===== src/rtl/proc_pkg.sv =====
// Shared types and constants for the processor fetch path.
package proc_pkg;
  localparam int INSTR_WIDTH = 32;
  localparam int PC_STEP     = 4;

  typedef logic [31:0] word_t;

  typedef enum logic [1:0] {
    FETCH = 2'd0,
    VALID = 2'd1,
    FAULT = 2'd2
  } fetch_state_t;

  function automatic logic is_word_aligned(input logic [1:0] low_bits);
    return (low_bits == 2'b00);
  endfunction
endpackage


===== src/rtl/instr_fetch_unit_if.sv =====
// Fetch-to-consumer handshake: instruction/PC out, retire and redirect back.
interface instr_fetch_unit_if #(
  parameter int PC_WIDTH = 32
);
  logic [31:0]         instr;
  logic [PC_WIDTH-1:0] pc_out;
  logic [PC_WIDTH-1:0] pc_plus4;
  logic                instr_valid;
  logic                instr_ready;
  logic                redirect;
  logic [PC_WIDTH-1:0] redirect_target;

  modport master (
    output instr, pc_out, pc_plus4, instr_valid,
    input  instr_ready, redirect, redirect_target
  );

  modport slave (
    input  instr, pc_out, pc_plus4, instr_valid,
    output instr_ready, redirect, redirect_target
  );
endinterface


===== src/rtl/instr_fetch_unit_pc_reg.sv =====
// Program counter: reset/increment/redirect select with a registered pc+4.
module pc_reg
  import proc_pkg::*;
#(
  parameter int                  PC_WIDTH = 32,
  parameter logic [PC_WIDTH-1:0] RESET_PC = {PC_WIDTH{1'b0}}
) (
  input  logic                clk,
  input  logic                reset_n,
  input  logic                inc_en,
  input  logic                redirect_en,
  input  logic [PC_WIDTH-1:0] redirect_target,
  output logic [PC_WIDTH-1:0] pc,
  output logic [PC_WIDTH-1:0] pc_plus4
);
  localparam logic [PC_WIDTH-1:0] STEP = PC_WIDTH'(PC_STEP);

  logic [PC_WIDTH-1:0] pc_r;
  logic [PC_WIDTH-1:0] pc_plus4_r;
  logic [PC_WIDTH-1:0] pc_next_s;

  // Next-PC select; redirect wins over sequential increment.
  always_comb begin
    pc_next_s = pc_r;
    if (redirect_en) begin
      pc_next_s = redirect_target;
    end else if (inc_en) begin
      pc_next_s = pc_plus4_r;
    end else begin
      pc_next_s = pc_r;
    end
  end

  // PC and pc+4 registers; pc+4 wraps modulo 2^PC_WIDTH.
  always_ff @(posedge clk or negedge reset_n) begin
    if (!reset_n) begin
      pc_r       <= RESET_PC;
      pc_plus4_r <= RESET_PC + STEP;
    end else begin
      pc_r       <= pc_next_s;
      pc_plus4_r <= pc_next_s + STEP;
    end
  end

  assign pc       = pc_r;
  assign pc_plus4 = pc_plus4_r;
endmodule


===== src/rtl/instr_fetch_unit.sv =====
// Fetch stage: PC, instruction register and FETCH/VALID/FAULT control.
// Optional macro FETCH_RANGE_CHECK_EN faults on next-PCs beyond instruction memory.
module instr_fetch_unit
  import proc_pkg::*;
#(
  parameter int                  PC_WIDTH = 32,
  parameter int                  IMEM_AW  = 6,
  parameter logic [PC_WIDTH-1:0] RESET_PC = 32'h0000_0000
) (
  input  logic               clk,
  input  logic               reset_n,
  output logic [IMEM_AW-1:0] imem_addr,
  input  word_t              imem_rdata,
  output logic               fault,
  instr_fetch_unit_if.master fetch
);
  localparam logic [1:0] ST_FETCH = FETCH;
  localparam logic [1:0] ST_VALID = VALID;
  localparam logic [1:0] ST_FAULT = FAULT;

  logic [1:0]          state_r;
  logic [1:0]          state_next_s;
  word_t               instr_r;
  logic                instr_valid_r;
  logic                fault_r;
  logic [PC_WIDTH-1:0] pc_s;
  logic [PC_WIDTH-1:0] pc_plus4_s;
  logic                retire_s;
  logic                misalign_s;
  logic                range_err_s;
  logic                bad_next_s;
  logic                pc_inc_s;
  logic                pc_redir_s;

  assign retire_s   = (state_r == ST_VALID) & instr_valid_r & fetch.instr_ready;
  assign misalign_s = fetch.redirect & ~is_word_aligned(fetch.redirect_target[1:0]);

`ifdef FETCH_RANGE_CHECK_EN
  logic [PC_WIDTH-1:0] next_pc_s;
  assign next_pc_s   = fetch.redirect ? fetch.redirect_target : pc_plus4_s;
  assign range_err_s = |next_pc_s[PC_WIDTH-1:IMEM_AW+2];
`else
  assign range_err_s = 1'b0;
`endif

  assign bad_next_s = misalign_s | range_err_s;
  assign pc_inc_s   = retire_s & ~fetch.redirect & ~bad_next_s;
  assign pc_redir_s = retire_s &  fetch.redirect & ~bad_next_s;

  pc_reg #(
    .PC_WIDTH (PC_WIDTH),
    .RESET_PC (RESET_PC)
  ) u_pc_reg (
    .clk             (clk),
    .reset_n         (reset_n),
    .inc_en          (pc_inc_s),
    .redirect_en     (pc_redir_s),
    .redirect_target (fetch.redirect_target),
    .pc              (pc_s),
    .pc_plus4        (pc_plus4_s)
  );

  // Fetch control; a bad next-PC parks the unit in FAULT until reset.
  always_comb begin
    state_next_s = state_r;
    case (state_r)
      ST_FETCH: state_next_s = ST_VALID;
      ST_VALID: begin
        if (retire_s) begin
          state_next_s = bad_next_s ? ST_FAULT : ST_FETCH;
        end else begin
          state_next_s = ST_VALID;
        end
      end
      ST_FAULT: state_next_s = ST_FAULT;
      default:  state_next_s = ST_FAULT;
    endcase
  end

  // State, instruction register and registered status outputs.
  always_ff @(posedge clk or negedge reset_n) begin
    if (!reset_n) begin
      state_r       <= ST_FETCH;
      instr_r       <= 32'h0000_0000;
      instr_valid_r <= 1'b0;
      fault_r       <= 1'b0;
    end else begin
      state_r       <= state_next_s;
      instr_valid_r <= (state_next_s == ST_VALID);
      fault_r       <= (state_next_s == ST_FAULT);
      if (state_r == ST_FETCH) begin
        instr_r <= imem_rdata;
      end
    end
  end

  assign imem_addr         = pc_s[IMEM_AW+1:2];
  assign fetch.instr       = instr_r;
  assign fetch.pc_out      = pc_s;
  assign fetch.pc_plus4    = pc_plus4_s;
  assign fetch.instr_valid = instr_valid_r;
  assign fault             = fault_r;
endmodule


===== src/flat_wrapper.sv =====
// flat-port wrapper written by rule: the top's interface ports become plain ports
module instr_fetch_unit_flat import proc_pkg::*;
#(
  parameter int                  PC_WIDTH = 32,
  parameter int                  IMEM_AW  = 6,
  parameter logic [PC_WIDTH-1:0] RESET_PC = 32'h0000_0000
)
  (clk, reset_n, imem_addr, imem_rdata, fault, fetch_instr, fetch_pc_out, fetch_pc_plus4, fetch_instr_valid, fetch_instr_ready, fetch_redirect, fetch_redirect_target);
  instr_fetch_unit_if #(.PC_WIDTH(PC_WIDTH)) fetch_i ();
  input  logic clk;
  input  logic reset_n;
  output logic [IMEM_AW-1:0] imem_addr;
  input  word_t imem_rdata;
  output logic fault;
  output wire logic [$bits(fetch_i.instr)-1:0] fetch_instr;
  output wire logic [$bits(fetch_i.pc_out)-1:0] fetch_pc_out;
  output wire logic [$bits(fetch_i.pc_plus4)-1:0] fetch_pc_plus4;
  output wire logic [$bits(fetch_i.instr_valid)-1:0] fetch_instr_valid;
  input wire logic [$bits(fetch_i.instr_ready)-1:0] fetch_instr_ready;
  input wire logic [$bits(fetch_i.redirect)-1:0] fetch_redirect;
  input wire logic [$bits(fetch_i.redirect_target)-1:0] fetch_redirect_target;
  assign fetch_instr = fetch_i.instr;
  assign fetch_pc_out = fetch_i.pc_out;
  assign fetch_pc_plus4 = fetch_i.pc_plus4;
  assign fetch_instr_valid = fetch_i.instr_valid;
  assign fetch_i.instr_ready = fetch_instr_ready;
  assign fetch_i.redirect = fetch_redirect;
  assign fetch_i.redirect_target = fetch_redirect_target;
  instr_fetch_unit #(.PC_WIDTH(PC_WIDTH), .IMEM_AW(IMEM_AW), .RESET_PC(RESET_PC)) u_core (.clk(clk), .reset_n(reset_n), .imem_addr(imem_addr), .imem_rdata(imem_rdata), .fault(fault), .fetch(fetch_i));
endmodule

===== config.mk =====
export PLATFORM = sky130hd
export DESIGN_NAME = instr_fetch_unit_flat
export DESIGN_NICKNAME = d
export VERILOG_FILES = /design/src/rtl/proc_pkg.sv /design/src/rtl/instr_fetch_unit_if.sv /design/src/rtl/instr_fetch_unit_pc_reg.sv /design/src/rtl/instr_fetch_unit.sv /design/src/flat_wrapper.sv
export SDC_FILE = /design/constraint.sdc
export NUM_CORES = 1
export LEC_CHECK = 0
export ABC_AREA = 1
export CAP_MARGIN = 20
export CORE_MARGIN = 1.5
export CORE_UTILIZATION = 50
export CTS_CLUSTER_SIZE = 16
export DETAILED_ROUTE_END_ITERATION = 6
export HOLD_SLACK_MARGIN = 0.1
export PLACE_DENSITY = 0.86
export SYNTH_ARGS = -nofsm -noshare
export SYNTH_HDL_FRONTEND = slang
export SYNTH_SLANG_ARGS = --single-unit

===== constraint.sdc =====
create_clock -name clk -period 3.3 [get_ports clk]
set_input_delay 0.33 -clock clk [delete_from_list [all_inputs] [get_ports clk]]
set_output_delay 0.33 -clock clk [all_outputs]
set_load 0.03 [all_outputs]

======== After elaboration in Yosys (flattened, before gate mapping) ========
Index checks and enable logic that the tools add are counted.
Widths: inputs -> output; s select.
cells by class
  add/subtract/negate cells ............... 1
  bitwise logic cells ..................... 10
  reductions and logical operators ........ 2
  mux-type cells .......................... 5
  equal/unequal tests ..................... 3
operator list
  cell                   count
  $mux 32                2
  $add 32x3->32 const B  1
  $and 1x1->1            7
  $eq 2x1->1 const B     2
  $logic_not 2->1        2
  $mux 2                 2
  $pmux 2 s2             1
  $not 1->1              3
  $eq 2x2->1 const B     1
word-level totals
  word-level logic and storage cells ...... 27
  output and inout bits ................... 104
  register bits ........................... 100
  input port bits ......................... 68

======== Longest topological paths before layout ========
  depth after elaboration ................. 8
  gate-level depth with buffers ........... 16
  depth with buffers taken out ............ 16

======== Cells and area by module ========
From an unflattened synthesis, not the netlist that was laid out.
unflattened totals
  cell total of the unflattened synthesis .. 707
  area, all modules ....................... 5273.8 um^2
by module, submodules not included
  module            area each (um^2)  cells each  sequential area each (um^2)  times used
  pc_reg            3758.6            542         1552.7                       1
  instr_fetch_unit  1515.2            165         900.9                        1

======== Least setup slack after synthesis ========
Ideal clock, no wire load.
  path kind ............................... flip-flop to flip-flop
  start ................................... register u_core.instr_valid_r (netlist: u_core.fetch.instr_valid)
  end ..................................... register u_core.u_pc_reg.pc_plus4_r[12] (netlist: u_core.u_pc_reg.pc_plus4[12])
  data required time ...................... 3.173 ns
  stages on the path, launching flop included .. 12
  setup slack ............................. 0.970 ns
  library setup time ...................... 0.127 ns
  period minus slack after synthesis ...... 2.330 ns
  data arrival time ....................... 2.203 ns
  buffers on the path ..................... 0
  cell sequence ........................... dfrtp_1 -> nand2_1 -> nor2_8 -> nand2_8 -> o21ai_1 -> inv_1 -> ha_1 -> nand3_4 -> inv_1 -> nand2_1 -> nor2_2 -> xor2_1
on the way
  cells in the longest elaborated chain, start to end .. 7
  elaborated cells between the ends (all ways) .. 9
  classes of those cells .................. 1 x add/sub; 2 x mux; 6 x bitwise
ends and longest elaborated chain
  element                           RTL line                       text
  start, declared                   instr_fetch_unit.sv:24         logic instr_valid_r;
  start signal, assigned            instr_fetch_unit.sv:89         instr_valid_r <= (state_next_s == ST_VALID);
  $and 1x1->1 * (2 in a row)        instr_fetch_unit.sv:35         assign retire_s = (state_r == ST_VALID) & instr_valid_r & fetch.instr_ready;
  $and 1x1->1 (2 in a row)          instr_fetch_unit.sv:47         assign pc_inc_s = retire_s & ~fetch.redirect & ~bad_next_s;
  $mux 32                           instr_fetch_unit_pc_reg.sv:27  end else if (inc_en) begin
  $mux 32 *                         instr_fetch_unit_pc_reg.sv:25  if (redirect_en) begin
  via u_core.u_pc_reg.pc_next_s[2]  instr_fetch_unit_pc_reg.sv:20  logic [PC_WIDTH-1:0] pc_next_s;
  $add 32x3->32 *                   instr_fetch_unit_pc_reg.sv:41  pc_plus4_r <= pc_next_s + STEP;
  end signal, assigned              instr_fetch_unit_pc_reg.sv:38  pc_plus4_r <= RESET_PC + STEP;
  end signal, assigned              instr_fetch_unit_pc_reg.sv:41
  end, declared                     instr_fetch_unit_pc_reg.sv:19  logic [PC_WIDTH-1:0] pc_plus4_r;
The timed path passes the listed nets; every way through them passes the cells marked *.
A chain may end at the register's enable or synchronous reset.

======== Worst setup path in the final report ========
  start ................................... input port fetch_instr_ready
  end ..................................... register u_core.u_pc_reg.pc_plus4_r[12] (netlist: u_core.u_pc_reg.pc_plus4[12])
on the way
  cells in the longest elaborated chain, start to end .. 6
  elaborated cells between the ends (all ways) .. 8
  classes of those cells .................. 1 x add/sub; 2 x mux; 5 x bitwise
ends and longest elaborated chain
  element                           RTL line                       text
  start, declared                   flat_wrapper.sv:19             input wire logic [$bits(fetch_i.instr_ready)-1:0] fetch_instr_ready;
  $and 1x1->1 *                     instr_fetch_unit.sv:35
  $and 1x1->1 (2 in a row)          instr_fetch_unit.sv:47
  $mux 32                           instr_fetch_unit_pc_reg.sv:27
  $mux 32 *                         instr_fetch_unit_pc_reg.sv:25
  via u_core.u_pc_reg.pc_next_s[2]  instr_fetch_unit_pc_reg.sv:20
  $add 32x3->32 *                   instr_fetch_unit_pc_reg.sv:41
Marks and branches as above.

==> flow_metrics.env <==
export IMPL_area_growth_pct=38.5
export IMPL_ys_seq_elements=98
export IMPL_clkLatencyLatePin_ns=0.36
export IMPL_cts_max_level=3
export IMPL_path_class="in -> reg"
export IMPL_nNetsFinal=861
export IMPL_yosysWarnings=0
export IMPL_worstPathMaxFanout=12
export IMPL_final_setup_tns_ns=0
export IMPL_nFillCells=800
export IMPL_dieArea_mm2=0.0110
export IMPL_die_width_um=105
export IMPL_worst_slew_pin_slew_ns=0.432
export IMPL_layout_cells_non_filler=933
export IMPL_place_congestion=0.950
export IMPL_overflow=0
export IMPL_status="completed"
export IMPL_post_cts_setup_buffers=0
export IMPL_maxCapViolations=0
export IMPL_start_util_pct=51.0
export IMPL_postRouteAntennaNets=0
export IMPL_first_global_vias=4665
export IMPL_cts_tree="built"
export IMPL_reg2reg_depth=16
export IMPL_syn_inst=626
export IMPL_cp_slowest_cell="clkdlybuf4s50_1"
export IMPL_dr_total_vias=4724
export IMPL_grtUsageTotal_pct=26.9
export IMPL_grt_start_max_net_pins=85
export IMPL_cts_sinks=98
export IMPL_slew_headroom_pct=71.0
export IMPL_path_depth=15
export IMPL_critPathLaunchType="primary input"
export IMPL_vdd_drop_max_uv=294
export IMPL_syn_area_per_cell_um2=8.30
export IMPL_path_buf_inv=5
export IMPL_multi_input_area_mm2=0.00224
export IMPL_crit_arrival_ns=2.81
export IMPL_max_clock_freq_mhz=390
export IMPL_antenna_cells=0
export IMPL_core_mm2=0.0102
export IMPL_critical_path_cell_chain="clkdlybuf4s50_1 -> nand2_1 -> inv_1 -> nand3_2 -> buf_4 -> nand2_1 -> nand3_1 -> o21ai_1 -> inv_1 -> ha_1 -> nand3_4 -> inv_1 -> nand2_1 -> nor2_2 -> xor2_1"
export IMPL_dpl_hpwl_um=11100
export IMPL_port_buffer_count=171
export IMPL_power_mw=2.09
export IMPL_drtPass1Iterations=5
export IMPL_syn_area_mm2=0.00520
export IMPL_route_detailed_drc=0
export IMPL_cp_slowest_stage_delay_ns=0.46
export IMPL_hold_path_class="in -> async"
export IMPL_ff_latch_area_mm2=0.00245
export IMPL_critPathRequiredTime_ns=3.54
export IMPL_fin_crit_sh_pct=77.8
export IMPL_drtIter0Drc=266
export IMPL_clock_skew_ns=0.0130
export IMPL_drive_above_1_share_pct=15.6
export IMPL_hold_ws_ns=0.408
export IMPL_end_kind="register"
export IMPL_dieHeight_um=105
export IMPL_synth_nets=695
export IMPL_antenna_found_initial=0
export IMPL_synth_cell_type_count=30
export IMPL_finalWirelength_um=14500
export IMPL_cts_inserted_buffers=9
export IMPL_grt_pass1_wl_um=23400
export IMPL_report_final_slew_viol_count=0
export IMPL_power_leakage_nw=3.92
export IMPL_critPathTopFamily="buffers and inverters"
export IMPL_wl_per_cell_um=15.5
export IMPL_root_buffer="clkbuf_8"
export IMPL_clk_path_buf_depth=2
export IMPL_dp_cells=915
export IMPL_synth_seq_area_share_pct=47.2
export IMPL_setup_viol=0
export IMPL_rsz0062_at_grt="false"
export IMPL_via_per_inst=5.06
export IMPL_power_density_mw_per_mm2=290
export IMPL_io_pins=172
export IMPL_min_period_ns=2.57
export IMPL_path_clk_slew_ns=0.10
export IMPL_fp_row_count=37
export IMPL_hold_violations=0
## power breakdown
part           switching (mW)  internal [mW]
clock                   0.451          0.311
sequential                  0           1.20
combinational          0.0481         0.0763
## layer usage
metal / vias to the layer above / wire [um] / track usage [%]
met5: - / 0 / 0
met4: 0 / 184 / 6.56
met3: 20 / 820 / 3.62
met2: 201 / 7400 / 48.2
met1: 2252 / 6060 / 34.4
li1: 2251 / - / -
## worst reg2reg max path: cells and delay by family (launching register included)
family	cells	cell delay, ns
AO/OA/AOI/OAI	1	0.16
adder cells (fa/ha/maj)	1	0.30
buffers and inverters	4	0.58
flip-flops	1	0.39
AND/OR/NAND/NOR	10	1.02
## logic make-up after synthesis
kind of cell             Yosys count  share of synthesized area [%]
AND/OR/NAND/NOR                  366                           33.1
buffers and inverters            111                           9.63
AO/OA/AOI/OAI                      3                          0.337
XOR/XNOR                          15                           2.53
flip-flops                        98                           47.2
multiplexers                      32                           6.93
adder cells (fa/ha/maj)            1                          0.241
## worst paths after layout
kind                                                          from                                     end  slack [ns]
max in group asynchronous                                  reset_n      u_core.fetch.instr[19]$_DFFE_PN0P_        2.04
min in group clk                 u_core.fetch.instr[0]$_DFFE_PN0P_       u_core.fetch.instr[0]$_DFFE_PN0P_        0.52
worst max register to register  u_core.fetch.instr_valid$_DFF_PN0_  u_core.u_pc_reg.pc_plus4[28]$_DFF_PN0_        0.74
worst min register to register   u_core.fetch.instr[0]$_DFFE_PN0P_       u_core.fetch.instr[0]$_DFFE_PN0P_        0.52
worst max-delay path                             fetch_instr_ready  u_core.u_pc_reg.pc_plus4[12]$_DFF_PN0_        0.73
worst min-delay path                                       reset_n        u_core.u_pc_reg.pc[25]$_DFF_PN0_        0.41
## layout by cell type (no fill, tap or decap), types with 15 or more instances in the layout
cell             Yosys  layout
nand2_1            185     185
clkdlybuf4s50_1      0     170
dfrtp_1             97      97
inv_1               81      81
nand3_1             70      70
nor2_1              43      42
mux2_2              32      32
nand2_2             22      22
nor2_2              14      15
xor2_1              15      15
## through the flow
step	area, um2	setup WS (ns)	util [%]
global placement	6970	0.418	68.4
finish	7200	0.734	70.7
global route	7200	0.470	70.7
detailed placement	6970	0.378	68.4
floorplan	5200	0.970	-
CTS	7160	0.748	70.3
## final cells by class
type                            instances  area share [%]
Sequential cell                        98            34.1
Multi-Input combinational cell        417            31.2
Timing Repair Buffer                  183            25.3
Inverter                               83            4.35
Tap cell                              136            2.36
Clock buffer                           10            1.91
Clock inverter                          6           0.800
## synthesized netlist by cell type
| cell type | n | area (um2) |
|---|---|---|
| o21ai_0 | 1 | 5.00 |
| clkinv_2 | 1 | 5.00 |
| nand2_1 | 185 | 694 |
| nand3_2 | 1 | 10.0 |
| mux2_2 | 32 | 360 |
| nand2_4 | 6 | 67.6 |
| inv_2 | 1 | 3.75 |
| nand2_8 | 1 | 20.0 |
| o211ai_1 | 1 | 7.51 |
| dfstp_2 | 1 | 26.3 |
| nand3_1 | 70 | 350 |
| nor2_2 | 14 | 87.6 |
| o21ai_1 | 1 | 5.00 |
| buf_12 | 1 | 20.0 |
| buf_6 | 3 | 33.8 |
| dfrtp_1 | 97 | 2430 |
| inv_1 | 81 | 304 |
| nand2_2 | 22 | 138 |
| nand3_4 | 1 | 17.5 |
| buf_4 | 8 | 60.1 |
| nor2_4 | 2 | 22.5 |
| ha_1 | 1 | 12.5 |
| buf_2 | 11 | 55.1 |
| nor2_1 | 43 | 161 |
| nand4_1 | 3 | 18.8 |
| clkbuf_1 | 5 | 18.8 |
| nand3b_1 | 5 | 37.5 |
| nor2_8 | 1 | 20.0 |
| xor2_1 | 15 | 131 |
| or2_2 | 12 | 75.1 |
## repair_timing
action / in CTS / in global routing
gates resized for setup: 0 / 0
endpoints found under the hold margin: 0 / 23
setup endpoints to repair: 0 / 0
hold buffers: 0 / 1
(Power assumes the default switching activity.)
